--- config.mk ---
export PLATFORM = sky130hd
export DESIGN_NAME = logic_unit_pipe
export DESIGN_NICKNAME = d
export VERILOG_FILES = /design/src/rtl/logic_unit_pipe_pkg.sv /design/src/rtl/logic_core.sv /design/src/rtl/logic_unit_pipe.sv
export SDC_FILE = /design/constraint.sdc
export NUM_CORES = 1
export LEC_CHECK = 0
export BUFFER_PORTS_ARGS = -buffer_cell sky130_fd_sc_hd__buf_2
export CAP_MARGIN = 20
export CORE_MARGIN = 2
export CORE_UTILIZATION = 58
export CTS_BUF_LIST = sky130_fd_sc_hd__clkbuf_4
export DETAILED_ROUTE_END_ITERATION = 10
export GPL_TIMING_DRIVEN = 1
export HOLD_SLACK_MARGIN = 0.1
export MAX_ROUTING_LAYER = met4
export PLACE_DENSITY = 0.87
export SLEW_MARGIN = 0
export SYNTH_ARGS = -nofsm -noshare
export SYNTH_HDL_FRONTEND = slang
export SYNTH_SLANG_ARGS = --single-unit
--- constraint.sdc ---
create_clock -name clk -period 4.43 [get_ports clk]
set_input_delay 0.2215 -clock clk [delete_from_list [all_inputs] [get_ports clk]]
set_output_delay 0.2215 -clock clk [all_outputs]
set_load 0.02 [all_outputs]
--- src/rtl/logic_unit_pipe_pkg.sv ---
// Shared opcode encodings and control-state type for the pipelined logic unit.
// Kept in a package so the core and the bench decode opcodes identically.
package logic_unit_pipe_pkg;

  localparam int OP_W = 3;

  localparam logic [OP_W-1:0] OP_NOT  = 3'd0;
  localparam logic [OP_W-1:0] OP_AND  = 3'd1;
  localparam logic [OP_W-1:0] OP_OR   = 3'd2;
  localparam logic [OP_W-1:0] OP_XOR  = 3'd3;
  localparam logic [OP_W-1:0] OP_NAND = 3'd4;
  localparam logic [OP_W-1:0] OP_NOR  = 3'd5;
  localparam logic [OP_W-1:0] OP_XNOR = 3'd6;
  localparam logic [OP_W-1:0] OP_PASS = 3'd7;

  typedef enum logic {
    ST_EMPTY = 1'b0,
    ST_FULL  = 1'b1
  } state_e;

endpackage

--- src/rtl/logic_core.sv ---
// Combinational bitwise core: opcode decode, result and its status flags.
// The only place opcodes are interpreted.
module logic_core
  import logic_unit_pipe_pkg::*;
#(
  parameter int WIDTH = 4,
  parameter int PC_W  = $clog2(WIDTH + 1)
) (
  input  logic [OP_W-1:0]  i_op,
  input  logic [WIDTH-1:0] i_a,
  input  logic [WIDTH-1:0] i_b,
  output logic [WIDTH-1:0] o_result,
  output logic             o_zero,
  output logic             o_ones,
  output logic             o_parity,
  output logic [PC_W-1:0]  o_popcnt
);

  logic [WIDTH-1:0] w_res;
  logic [PC_W-1:0]  w_cnt;

  always_comb begin
    w_res = i_a;
    case (i_op)
      OP_NOT:  w_res = ~i_a;
      OP_AND:  w_res = i_a & i_b;
      OP_OR:   w_res = i_a | i_b;
      OP_XOR:  w_res = i_a ^ i_b;
      OP_NAND: w_res = ~(i_a & i_b);
      OP_NOR:  w_res = ~(i_a | i_b);
      OP_XNOR: w_res = ~(i_a ^ i_b);
      default: w_res = i_a;
    endcase
  end

  always_comb begin
    w_cnt = '0;
    for (int i = 0; i < WIDTH; i++) w_cnt = w_cnt + PC_W'(w_res[i]);
  end

  assign o_result = w_res;
  assign o_zero   = ~|w_res;
  assign o_ones   = &w_res;
  assign o_parity = ^w_res;
  assign o_popcnt = w_cnt;

endmodule

--- src/rtl/logic_unit_pipe.sv ---
// One-deep registered logic unit with valid/ready on both sides.
// A full slot can be drained and refilled in the same cycle, so streaming has no bubbles.
module logic_unit_pipe
  import logic_unit_pipe_pkg::*;
#(
  parameter int WIDTH = 4,
  parameter int CNT_W = 16
) (
  input  logic                         clk,
  input  logic                         rst_n,
  input  logic                         in_valid,
  output logic                         in_ready,
  input  logic [OP_W-1:0]              op,
  input  logic [WIDTH-1:0]             a,
  input  logic [WIDTH-1:0]             b,
  output logic                         out_valid,
  input  logic                         out_ready,
  output logic [WIDTH-1:0]             result,
  output logic                         zero,
  output logic                         ones,
  output logic                         parity,
  output logic [$clog2(WIDTH+1)-1:0]   popcnt,
  output logic [CNT_W-1:0]             op_count
);

  localparam int PC_W = $clog2(WIDTH + 1);

  state_e           r_state, w_state_nxt;
  logic [WIDTH-1:0] r_result;
  logic             r_zero, r_ones, r_parity;
  logic [PC_W-1:0]  r_popcnt;
  logic [CNT_W-1:0] r_cnt;

  logic [WIDTH-1:0] w_result;
  logic             w_zero, w_ones, w_parity;
  logic [PC_W-1:0]  w_popcnt;
  logic             w_accept, w_deliver;

  logic_core #(.WIDTH(WIDTH), .PC_W(PC_W)) u_core (
    .i_op     (op),
    .i_a      (a),
    .i_b      (b),
    .o_result (w_result),
    .o_zero   (w_zero),
    .o_ones   (w_ones),
    .o_parity (w_parity),
    .o_popcnt (w_popcnt)
  );

  // Ready depends only on registered state and the consumer, never on in_valid.
  assign in_ready  = (r_state == ST_EMPTY) | out_ready;
  assign w_accept  = in_valid & in_ready;
  assign w_deliver = (r_state == ST_FULL) & out_ready;

  always_comb begin
    w_state_nxt = r_state;
    case (r_state)
      ST_EMPTY: if (w_accept) w_state_nxt = ST_FULL;
      ST_FULL:  if (w_deliver && !w_accept) w_state_nxt = ST_EMPTY;
      default:  w_state_nxt = ST_EMPTY;
    endcase
  end

  always_ff @(posedge clk or negedge rst_n) begin
    if (!rst_n) r_state <= ST_EMPTY;
    else        r_state <= w_state_nxt;
  end

  // Result and flags move only on accept; a drain alone leaves them as they were.
  always_ff @(posedge clk or negedge rst_n) begin
    if (!rst_n) begin
      r_result <= '0;
      r_zero   <= 1'b0;
      r_ones   <= 1'b0;
      r_parity <= 1'b0;
      r_popcnt <= '0;
      r_cnt    <= '0;
    end else if (w_accept) begin
      r_result <= w_result;
      r_zero   <= w_zero;
      r_ones   <= w_ones;
      r_parity <= w_parity;
      r_popcnt <= w_popcnt;
      r_cnt    <= r_cnt + 1'b1;
    end
  end

  assign out_valid = (r_state == ST_FULL);
  assign result    = r_result;
  assign zero      = r_zero;
  assign ones      = r_ones;
  assign parity    = r_parity;
  assign popcnt    = r_popcnt;
  assign op_count  = r_cnt;

endmodule

Word-level counts from Yosys, hierarchy flattened
Cells that the tools add are included.
- flip-flop bits (word level): 27
- logic and storage cells: 39
- output and inout bits: 28
- input bits: 15
- reduce and logical (&&, ||, !) cells: 7
- $add $sub $neg: 4
- multiplexer cells: 4
- eq/ne operators: 6
- bitwise operators: 11
- operators with widths (kind ; count):
    one-hot mux 4 bit (7 select lines) ; 1
    adder 16 x 1 -> 16 bit, second input constant ; 1
    NOT 4 bit ; 4
    == test 3 bit, second input constant ; 3
    adder 3 x 1 -> 3 bit ; 2
    == test 3 x 2 -> 1 bit, second input constant ; 2
    bitwise AND 4 bit ; 1
    bitwise OR 4 bit ; 1
    AND reduction 4 bit ; 1
    OR reduction 4 bit ; 1
    XOR reduction 4 bit ; 1
    bitwise XOR 4 bit ; 1
    == test 3 x 1 -> 1 bit, second input constant ; 1
    zero test 3 bit ; 1
    adder 1 x 1 -> 2 bit ; 1
    bitwise AND 1 bit ; 2
    zero test 1 bit ; 2
    2-to-1 mux 1 bit ; 2
    one-hot mux 1 bit (2 select lines) ; 1
    logical AND 1 bit ; 1
    NOT 1 bit ; 1
    bitwise OR 1 bit ; 1

Depth between registers and ports, before layout
Gate-level depths: netlist (run 1).
- depth in word-level cells: 7
- mapped depth: 9
- mapped depth without buffers: 9

By module
Synthesis (run 1) repeated with hierarchy kept, for this count alone.
- cell total of the unflattened synthesis: 166
- area, all modules: 1716.6 um^2
- by module, submodules not included (module ; area each (um^2) ; instances ; seq. area each (um^2) ; cells an instance):
    logic_unit_pipe ; 1108.6 ; 1 ; 675.6 ; 83
    logic_core ; 608.1 ; 1 ; 0.0 ; 83

Least setup slack after synthesis (run 1)
Ideal clock, no wire load.
- path type: input-to-reg
- from: input port a[0]
- to: register r_popcnt[1], in the netlist popcnt[1]
- data arrival time: 2.339 ns
- library setup time: 0.125 ns
- path buffers: 0
- required time: 4.305 ns
- path slack: 1.966 ns
- stages: 9
- cells stage by stage: inv_1 -> ha_1 -> nor2b_1 -> a21oi_1 -> mux4_2 -> ha_1 -> fa_1 -> ha_1 -> mux2_2
- cells in the longest elaborated chain, start to end: 6
- elaborated cells between the ends (all ways): 11
- those cells by class: add/sub (3); mux (1); bitwise (7)
- ends and longest elaborated chain (item ; line ; source):
    from (decl) ; logic_unit_pipe.sv:14 ; input logic [WIDTH-1:0] a,
    bitwise XOR 4 bit (tied with other cells) ; logic_core.sv:28, logic_core.sv:31 ;
    NOT 4 bit, on equally long branches ; logic_core.sv:31, logic_core.sv:29, logic_core.sv:30 ;
    one-hot mux 4 bit (7 select lines) * ; logic_core.sv:24 ; case (i_op)
    via u_core.o_result[0] ; logic_core.sv:12 ; output logic [WIDTH-1:0] o_result,
    adder 1 x 1 -> 2 bit * ; logic_core.sv:38 ; for (int i = 0; i < WIDTH; i++) w_cnt = w_cnt + PC_W'(w_res[i]);
    adder 3 x 1 -> 3 bit * (2 in series) ; logic_core.sv:38 ;
    via u_core.o_popcnt[1] ; logic_core.sv:16 ; output logic [PC_W-1:0] o_popcnt
    to (signal assigned) ; logic_unit_pipe.sv:83 ; r_popcnt <= w_popcnt;
    to (decl) ; logic_unit_pipe.sv:31 ; logic [PC_W-1:0] r_popcnt;
Mark *: on every way through the listed nets, which the timed path passes. The rest lies on a longest branch.
A chain may end at the register's enable or synchronous reset.

Worst setup path after layout (run 1)
- from: input port op[0]
- to: register r_popcnt[1], in the netlist popcnt[1]
- cells in the longest elaborated chain, start to end: 5
- elaborated cells between the ends (all ways): 11
- those cells by class: add/sub (3); eq/ne (6); mux (1); reduce/logical (1)
- ends and longest elaborated chain (item ; line ; source):
    from (decl) ; logic_unit_pipe.sv:13 ; input logic [OP_W-1:0] op,
    == test 3 bit (tied with other cells) ; logic_core.sv:24 ;
    one-hot mux 4 bit (7 select lines) * ; logic_core.sv:24 ;
    via u_core.o_result[0] ; logic_core.sv:12 ;
    adder 1 x 1 -> 2 bit * ; logic_core.sv:38 ;
    adder 3 x 1 -> 3 bit * (2 in series) ; logic_core.sv:38 ;
    via u_core.o_popcnt[1] ; logic_core.sv:16 ;
Marks and branches as above.

==> flow_metrics.py, run 1 <==
metrics = {
    "outcome": {
        "status": "finished, final reports clean",
    },
    "sta": {
        "worst_clock_skew_ps": 5.06,
        "hold_slack_ps": 131,
        "setup_tns_ps": 0,
        "post-route-min-period_ps": 2420,
        "final-setup-viol-count": 0,
        "hold_violations": 0,
        "post-route-period-util_pct": 54.6,
        "worstMarginPinSlew_ps": 859,
        "max-slew-margin-rel_pct": 41.9,
        "max_freq_mhz": 414,
        "timing.final.max_slew_violations": 0,
        "rsz0062_at_grt": "false",
    },
    "drt": {
        "drtIter0Drc": 33,
        "wl_mm": 3.02,
        "antenna_left": 0,
        "post-route-drc-count": 0,
        "drt-wirelength-per-cell_um": 13.4,
        "drt-vias-per-instance": 5.46,
        "num_vias": 1229,
        "dr.pass1.iters": 4,
    },
    "grt": {
        "antenna_found_initial": 0,
        "grt_max_degree": 27,
        "grt_pass1_wl_mm": 5.06,
        "grt-ovfl-total": 0,
        "grt_util_all_layers_pct": 20.7,
        "grt_pass1_vias": 1240,
    },
    "power": {
        "vdd_ir_drop_max_uv": 322,
        "power_density_nw_per_um2": 388,
        "p_leak_nw": 0.949,
    },
    "synthesis": {
        "async_flop_share_pct": 100,
        "synth_top_area_cell": "dfrtp_1",
        "yosysSeqAreaShare_pct": 40.6,
        "synth.distinct_cells": 36,
        "yosysWarnings": 0,
        "syn_area_per_cell_um2": 10.5,
        "syn_inst": 153,
        "ys_top_cells_by_area": "dfrtp_1, ha_1, xnor2_1",
        "synth-edff-count": 0,
        "syn-cell-area_um2": 1600,
        "synth_flop_cell": "dfrtp_1",
        "synth_commonest_cells": "dfrtp_1, nand2_1, ha_1, xnor2_1, inv_1",
        "synth_nets": 183,
        "yosysMostFrequentCell": "dfrtp_1",
        "synth-seq-cells": 26,
        "synth_top_area_share_pct": 40.6,
    },
    "critical_path": {
        "critPathLaunchType": "primary input",
        "crit_path_end": "popcnt[1]",
        "reg2reg_slack_ps": 2570,
        "rr_endpoint": "op_count[14]",
        "cp_common_cell": "ha_1",
        "end_kind": "register",
        "crit_required_ps": 4660,
        "cp_num_buf_inv": 2,
        "cp.depth": 8,
        "arrival_ps": 2650,
        "crit_path_max_fanout": 17,
        "worst_path_largest_cell_delay_ps": 500,
        "path_cells": "buf_2 -> inv_2 -> mux2_4 -> mux4_2 -> ha_1 -> fa_1 -> ha_1 -> mux2_2",
        "slowest_stage": "mux4_2",
        "rr_worst_depth": 4,
        "setup.worst_path.start": "op[0]",
        "r2r_start": "op_count[2]",
        "path_class": "primary input to register",
        "cp_top_family": "multiplexers",
    },
    "die": {
        "io-pin-count": 43,
        "row_count": 19,
        "core-area_um2": 2690,
        "die_w_um": 56.6,
        "die_area_um2": 3200,
        "die_y_um": 56.6,
        "initial_core_util_pct": 59.7,
    },
    "clocking": {
        "cts_root_buffer": "clkbuf_4",
        "clock_path_buffers": 2,
        "cts_setup_buffers": 0,
        "clk_pin_slew_ps": 140,
        "clkLatencyLatePin_ps": 320,
        "cts_sinks": 26,
        "cts_buffers": 3,
        "cts_htree_levels": 1,
        "cts_tree": "done",
    },
    "layout": {
        "fin_util_pct": 69.1,
        "layout-drive-gt1-share_pct": 30.4,
        "area_growth_pct": 15.7,
        "num-fill-cells": 223,
        "nNetsFinal": 225,
        "antenna_cells": 0,
    },
    "place": {
        "gp_congestion": 0.781,
        "place_hpwl_mm": 2.42,
        "io_buffer_count": 42,
    },
    "worst_hold_path": {
        "hold_path.class": "primary input to register",
    },
    "run": {
        "drv_cap": 0,
    },
}
==> final cells by class <==
| type | instances | area (um2) | share of cell area (%) |
|---|---|---|---|
| repair buffers | 43 | 220 | 11.9 |
| inverters | 13 | 48.8 | 2.63 |
| clock inverters | 1 | 3.75 | 0.202 |
| flip-flops and latches | 26 | 651 | 35.1 |
| clock buffers | 3 | 22.5 | 1.21 |
| multi-input cells | 108 | 871 | 46.9 |
| well taps | 31 | 38.8 | 2.09 |
==> layer usage <==
layer / part of all wire (%) / up-vias / global-route usage [%] / wire, um
met3: 4.3 / 7 / 2.07 / 130
met1: 39 / 578 / 20.5 / 1180
met2: 54 / 37 / 39.2 / 1630
li1: - / 607 / - / -
met4: 2.6 / 0 / 10.9 / 78
met5: 0 / - / - / 0
==> worst register-to-register path, cell delays in order (launching register included) <==
cell and delay, ps:
dfrtp_1 450, nand4_1 140, nor4b_1 760, nand4_1 230, xnor2_1 180
==> stage by stage <==
step | std cells | setup WS, ps | area, um2 | power, mW
global placement | 220 | 1780 | 1820 | 0.603
finish | 225 | 2010 | 1860 | 0.720
detailed placement | 220 | 1660 | 1820 | 0.625
global route | 225 | 1910 | 1860 | 0.760
CTS | 225 | 2020 | 1860 | 0.724
floorplan | 153 | 1970 | 1600 | 0.524
==> sequential cells by signal (all words and copies together), names as in the netlist <==
register,count
ones,1
op_count,16
out_valid,1
parity,1
popcnt,2
result,4
zero,1
==> kinds of logic (layout without fill, tap and decap cells) <==
kind of cell	count (synthesis)	after routing	share of synthesized area, %
multiplexers	16	16	12.4
AO/OA/AOI/OAI	13	13	4.99
AND/OR/NAND/NOR	49	49	16.5
XOR/XNOR	15	15	8.19
buffers and inverters	19	60	5.15
flip-flops	26	26	40.6
adder cells (fa/ha/maj)	15	15	12.2
==> layout by cell type, fill, tap and decap left out, types with 2 or more instances in the layout <==
master / count
buf_2: 42
nand2b_1: 4
nand4_1: 6
dfrtp_1: 26
nor2_1: 3
clkbuf_4: 3
mux2i_1: 6
nand3_1: 6
and3_1: 3
nor3_1: 2
o21ai_0: 6
a21oi_1: 2
inv_1: 12
nand2_1: 15
mux2_2: 7
mux4_2: 2
xnor2_1: 14
and4_1: 2
ha_1: 14
nor2b_1: 3
==> timing repair <==
item | CTS | global route
hold endpoints to repair | 26 | 0
endpoints found under the setup margin | 0 | 0
gates resized for setup | 0 | 0
hold buffers | 1 | 0
==> report_power, final <==
group	leakage, nW	total, mW	internal [mW]	switching [mW]
Sequential	0.330	0.341	0.287	0.0537
Combinational	0.604	0.277	0.114	0.163
Clock	0.0154	0.102	0.0331	0.0692
==> how the worst min path moves through the flow <==
stage | from | to | slack, ps | cells past startpoint
floorplan | rst_n | ones | -70 | 0
global placement | rst_n | op_count[7] | 230 | 1
detailed placement | rst_n | op_count[7] | 240 | 1
CTS | in_valid | out_valid | 130 | 2
global route | in_valid | out_valid | 150 | 2
finish | in_valid | out_valid | 130 | 2
Note: power is estimated with default switching activity, not from simulation.
==> run 2, diff against run 1 <==
--- a/config.mk
+++ b/config.mk
@@ -5,16 +5,17 @@
 export SDC_FILE = /design/constraint.sdc
 export NUM_CORES = 1
 export LEC_CHECK = 0
+export ABC_AREA = 1
 export BUFFER_PORTS_ARGS = -buffer_cell sky130_fd_sc_hd__buf_2
 export CAP_MARGIN = 20
 export CORE_MARGIN = 2
-export CORE_UTILIZATION = 58
+export CORE_UTILIZATION = 50
 export CTS_BUF_LIST = sky130_fd_sc_hd__clkbuf_4
 export DETAILED_ROUTE_END_ITERATION = 10
 export GPL_TIMING_DRIVEN = 1
 export HOLD_SLACK_MARGIN = 0.1
 export MAX_ROUTING_LAYER = met4
-export PLACE_DENSITY = 0.87
+export PLACE_DENSITY = 0.78
 export SLEW_MARGIN = 0
 export SYNTH_ARGS = -nofsm -noshare
 export SYNTH_HDL_FRONTEND = slang
==> constraint.sdc (replaced) <==
create_clock -name clk -period 2.2 [get_ports clk]
set_input_delay 0.11 -clock clk [delete_from_list [all_inputs] [get_ports clk]]
set_output_delay 0.11 -clock clk [all_outputs]
set_load 0.02 [all_outputs]
==> flow_metrics.py, run 2 <==
metrics = {
    "critical_path": {
        "r2r_start": "op_count[0]",
        "worst_path_largest_cell_delay_ps": 370,
        "slowest_stage": "fa_1",
        "path_cells": "buf_2 -> inv_1 -> ha_1 -> nand4_1 -> nand2_1 -> nor2_1 -> nand2_1 -> nand2_1 -> inv_1 -> ha_1 -> fa_1 -> ha_1 -> nand2_1 -> nand2_1",
        "crit_required_ps": 2430,
        "arrival_ps": 2050,
        "crit_path_max_fanout": 3,
        "end_kind": "register",
        "critPathLaunchType": "primary input",
        "path_class": "primary input to register",
        "setup.worst_path.start": "a[0]",
        "cp_common_cell": "nand2_1",
    },
    "power": {
        "total_power_mw": 1.58,
        "p_leak_nw": 1.29,
        "vdd_ir_drop_max_uv": 340,
        "power_density_nw_per_um2": 713,
    },
    "die": {
        "core-area_um2": 3630,
        "io-pin-count": 43,
        "initial_core_util_pct": 51.5,
        "die_y_um": 65.2,
        "row_count": 22,
        "die_w_um": 65.2,
        "die_area_um2": 4250,
    },
    "drt": {
        "dr.pass1.iters": 6,
        "wl_mm": 3.77,
        "antenna_left": 0,
        "drtIter0Drc": 88,
        "post-route-drc-count": 0,
        "drt-vias-per-instance": 4.93,
        "num_vias": 1785,
        "drt-wirelength-per-cell_um": 10.4,
    },
    "layout": {
        "layout_commonest_cell": "nand2_1",
        "area_growth_pct": 18.1,
        "antenna_cells": 0,
        "num-fill-cells": 383,
        "final_area_um2": 2210,
        "nNetsFinal": 345,
        "layout_common_cells": "nand2_1, buf_2, inv_1, dfrtp_1, nor2_1",
        "layout-drive-gt1-share_pct": 19.1,
        "largest_reg_flops": 16,
        "fin_util_pct": 60.9,
        "instances_no_fill": 362,
    },
    "synthesis": {
        "synth-seq-cells": 26,
        "synth_top_area_share_pct": 34.7,
        "synth_top_area_cell": "dfrtp_1",
        "synth_commonest_cells": "nand2_1, inv_1, dfrtp_1",
        "synth_nets": 297,
        "synth-edff-count": 0,
        "synth_flop_cell": "dfrtp_1",
        "ys_top_cells_by_area": "dfrtp_1, nand2_1, ha_1",
        "syn_area_per_cell_um2": 7.02,
        "syn-cell-area_um2": 1870,
        "yosysWarnings": 0,
        "syn_inst": 267,
        "async_flop_share_pct": 100,
        "yosysMostFrequentCell": "nand2_1",
        "synth.distinct_cells": 20,
        "yosysSeqAreaShare_pct": 34.7,
    },
    "clocking": {
        "cts_root_buffer": "clkbuf_4",
        "clkLatencyLatePin_ps": 320,
        "cts_tree": "done",
        "cts_sinks": 26,
        "cts_resized": 0,
        "cts_htree_levels": 1,
        "ctsHoldBuffers": 3,
        "cts_buffers": 3,
        "clk_pin_slew_ps": 140,
        "clock_path_buffers": 2,
        "cts_setup_buffers": 0,
    },
    "sta": {
        "rsz0062_at_grt": "false",
        "worstMarginPinSlew_ps": 565,
        "max_freq_mhz": 548,
        "timing.final.max_slew_violations": 0,
        "setup_tns_ps": 0,
        "hold_violations": 0,
        "post-route-min-period_ps": 1830,
        "max-slew-margin-rel_pct": 62.3,
        "post-route-period-util_pct": 83.0,
        "worst_clock_skew_ps": 9.06,
        "final-setup-viol-count": 0,
    },
    "place": {
        "place_hpwl_mm": 2.98,
        "gp_congestion": 0.888,
        "dp.cells": 355,
        "io_buffer_count": 42,
        "placed_cell_area_um2": 2130,
    },
    "grt": {
        "grt_util_all_layers_pct": 19.5,
        "grt-ovfl-total": 0,
        "antenna_found_initial": 0,
        "grt_pass1_vias": 1681,
        "grt_max_degree": 27,
        "grt_pass1_wl_mm": 6.60,
    },
    "run": {
        "drv_cap": 0,
    },
    "outcome": {
        "status": "finished, final reports clean",
    },
    "worst_hold_path": {
        "hold_path.class": "primary input to register",
        "worstHoldStart": "a[2]",
    },
}
==> run 2: cell types whose count changed in the layout (fill, tap and decap cells not counted), moves of 6 or more <==
cell,before,now
buf_4,0,6
inv_1,12,35
mux2_2,7,0
mux2i_1,6,0
nand2_1,15,98
nand3_1,6,17
nand4_1,6,17
nor2_1,3,23
xnor2_1,14,6
==> run 2: per-stage QoR <==
stage | setup slack (ps) | hold slack, ps
after floorplan | 232 | -186
after global placement | 54.0 | 132
final | 374 | 187
after detailed placement | 3.68 | 142
after global routing | 182 | 194
after CTS | 361 | 178
==> run 2: final timing paths <==
kind,end,slack (ps),cells past startpoint
max in group asynchronous,op_count[7],1530,2
worst min-delay path,result[2],190,5
worst max register to register,op_count[10],750,6
min in group asynchronous,op_count[8],290,2
worst min register to register,popcnt[2],500,2
worst max-delay path,popcnt[1],370,14
==> run 2: area by class of cell <==
class	count	area (um2)	area share [%]
clock buffer	3	22.5	1.02
clock inverter	1	30.0	1.36
inverter	40	150	6.79
multi-input combinational	193	1010	45.8
sequential	26	651	29.4
tap	48	60.1	2.71
timing repair buffer	51	285	12.9
==> run 2: power by group <==
part / internal [mW] / switching (mW)
registers: 0.573 / 0.105
clock network: 0.184 / 0.138
logic: 0.204 / 0.373
==> run 2: critical path, delay by kind of cell <==
kind                     cells  cell delay [ps]
buffers and inverters        3              200
adder cells (fa/ha/maj)      4             1240
AND/OR/NAND/NOR              7              510
==> run 2: logic make-up after synthesis <==
| kind of cell | share of synthesized area (%) |
|---|---|
| AOI/OAI and AO/OA | 1.87 |
| xor gates and xnor gates | 5.14 |
| adders and majority gates | 10.4 |
| buffers and inverters | 11.2 |
| DFF | 34.7 |
| and+or+nand+nor | 36.7 |
==> run 2: metal layers <==
layer,global-route usage [%],vias to the layer above,part of all wire (%)
li1,-,924,-
met1,21.4,815,45
met2,37.8,42,50
met3,2.91,4,4.8
met4,2.86,0,0.50
met5,-,-,0
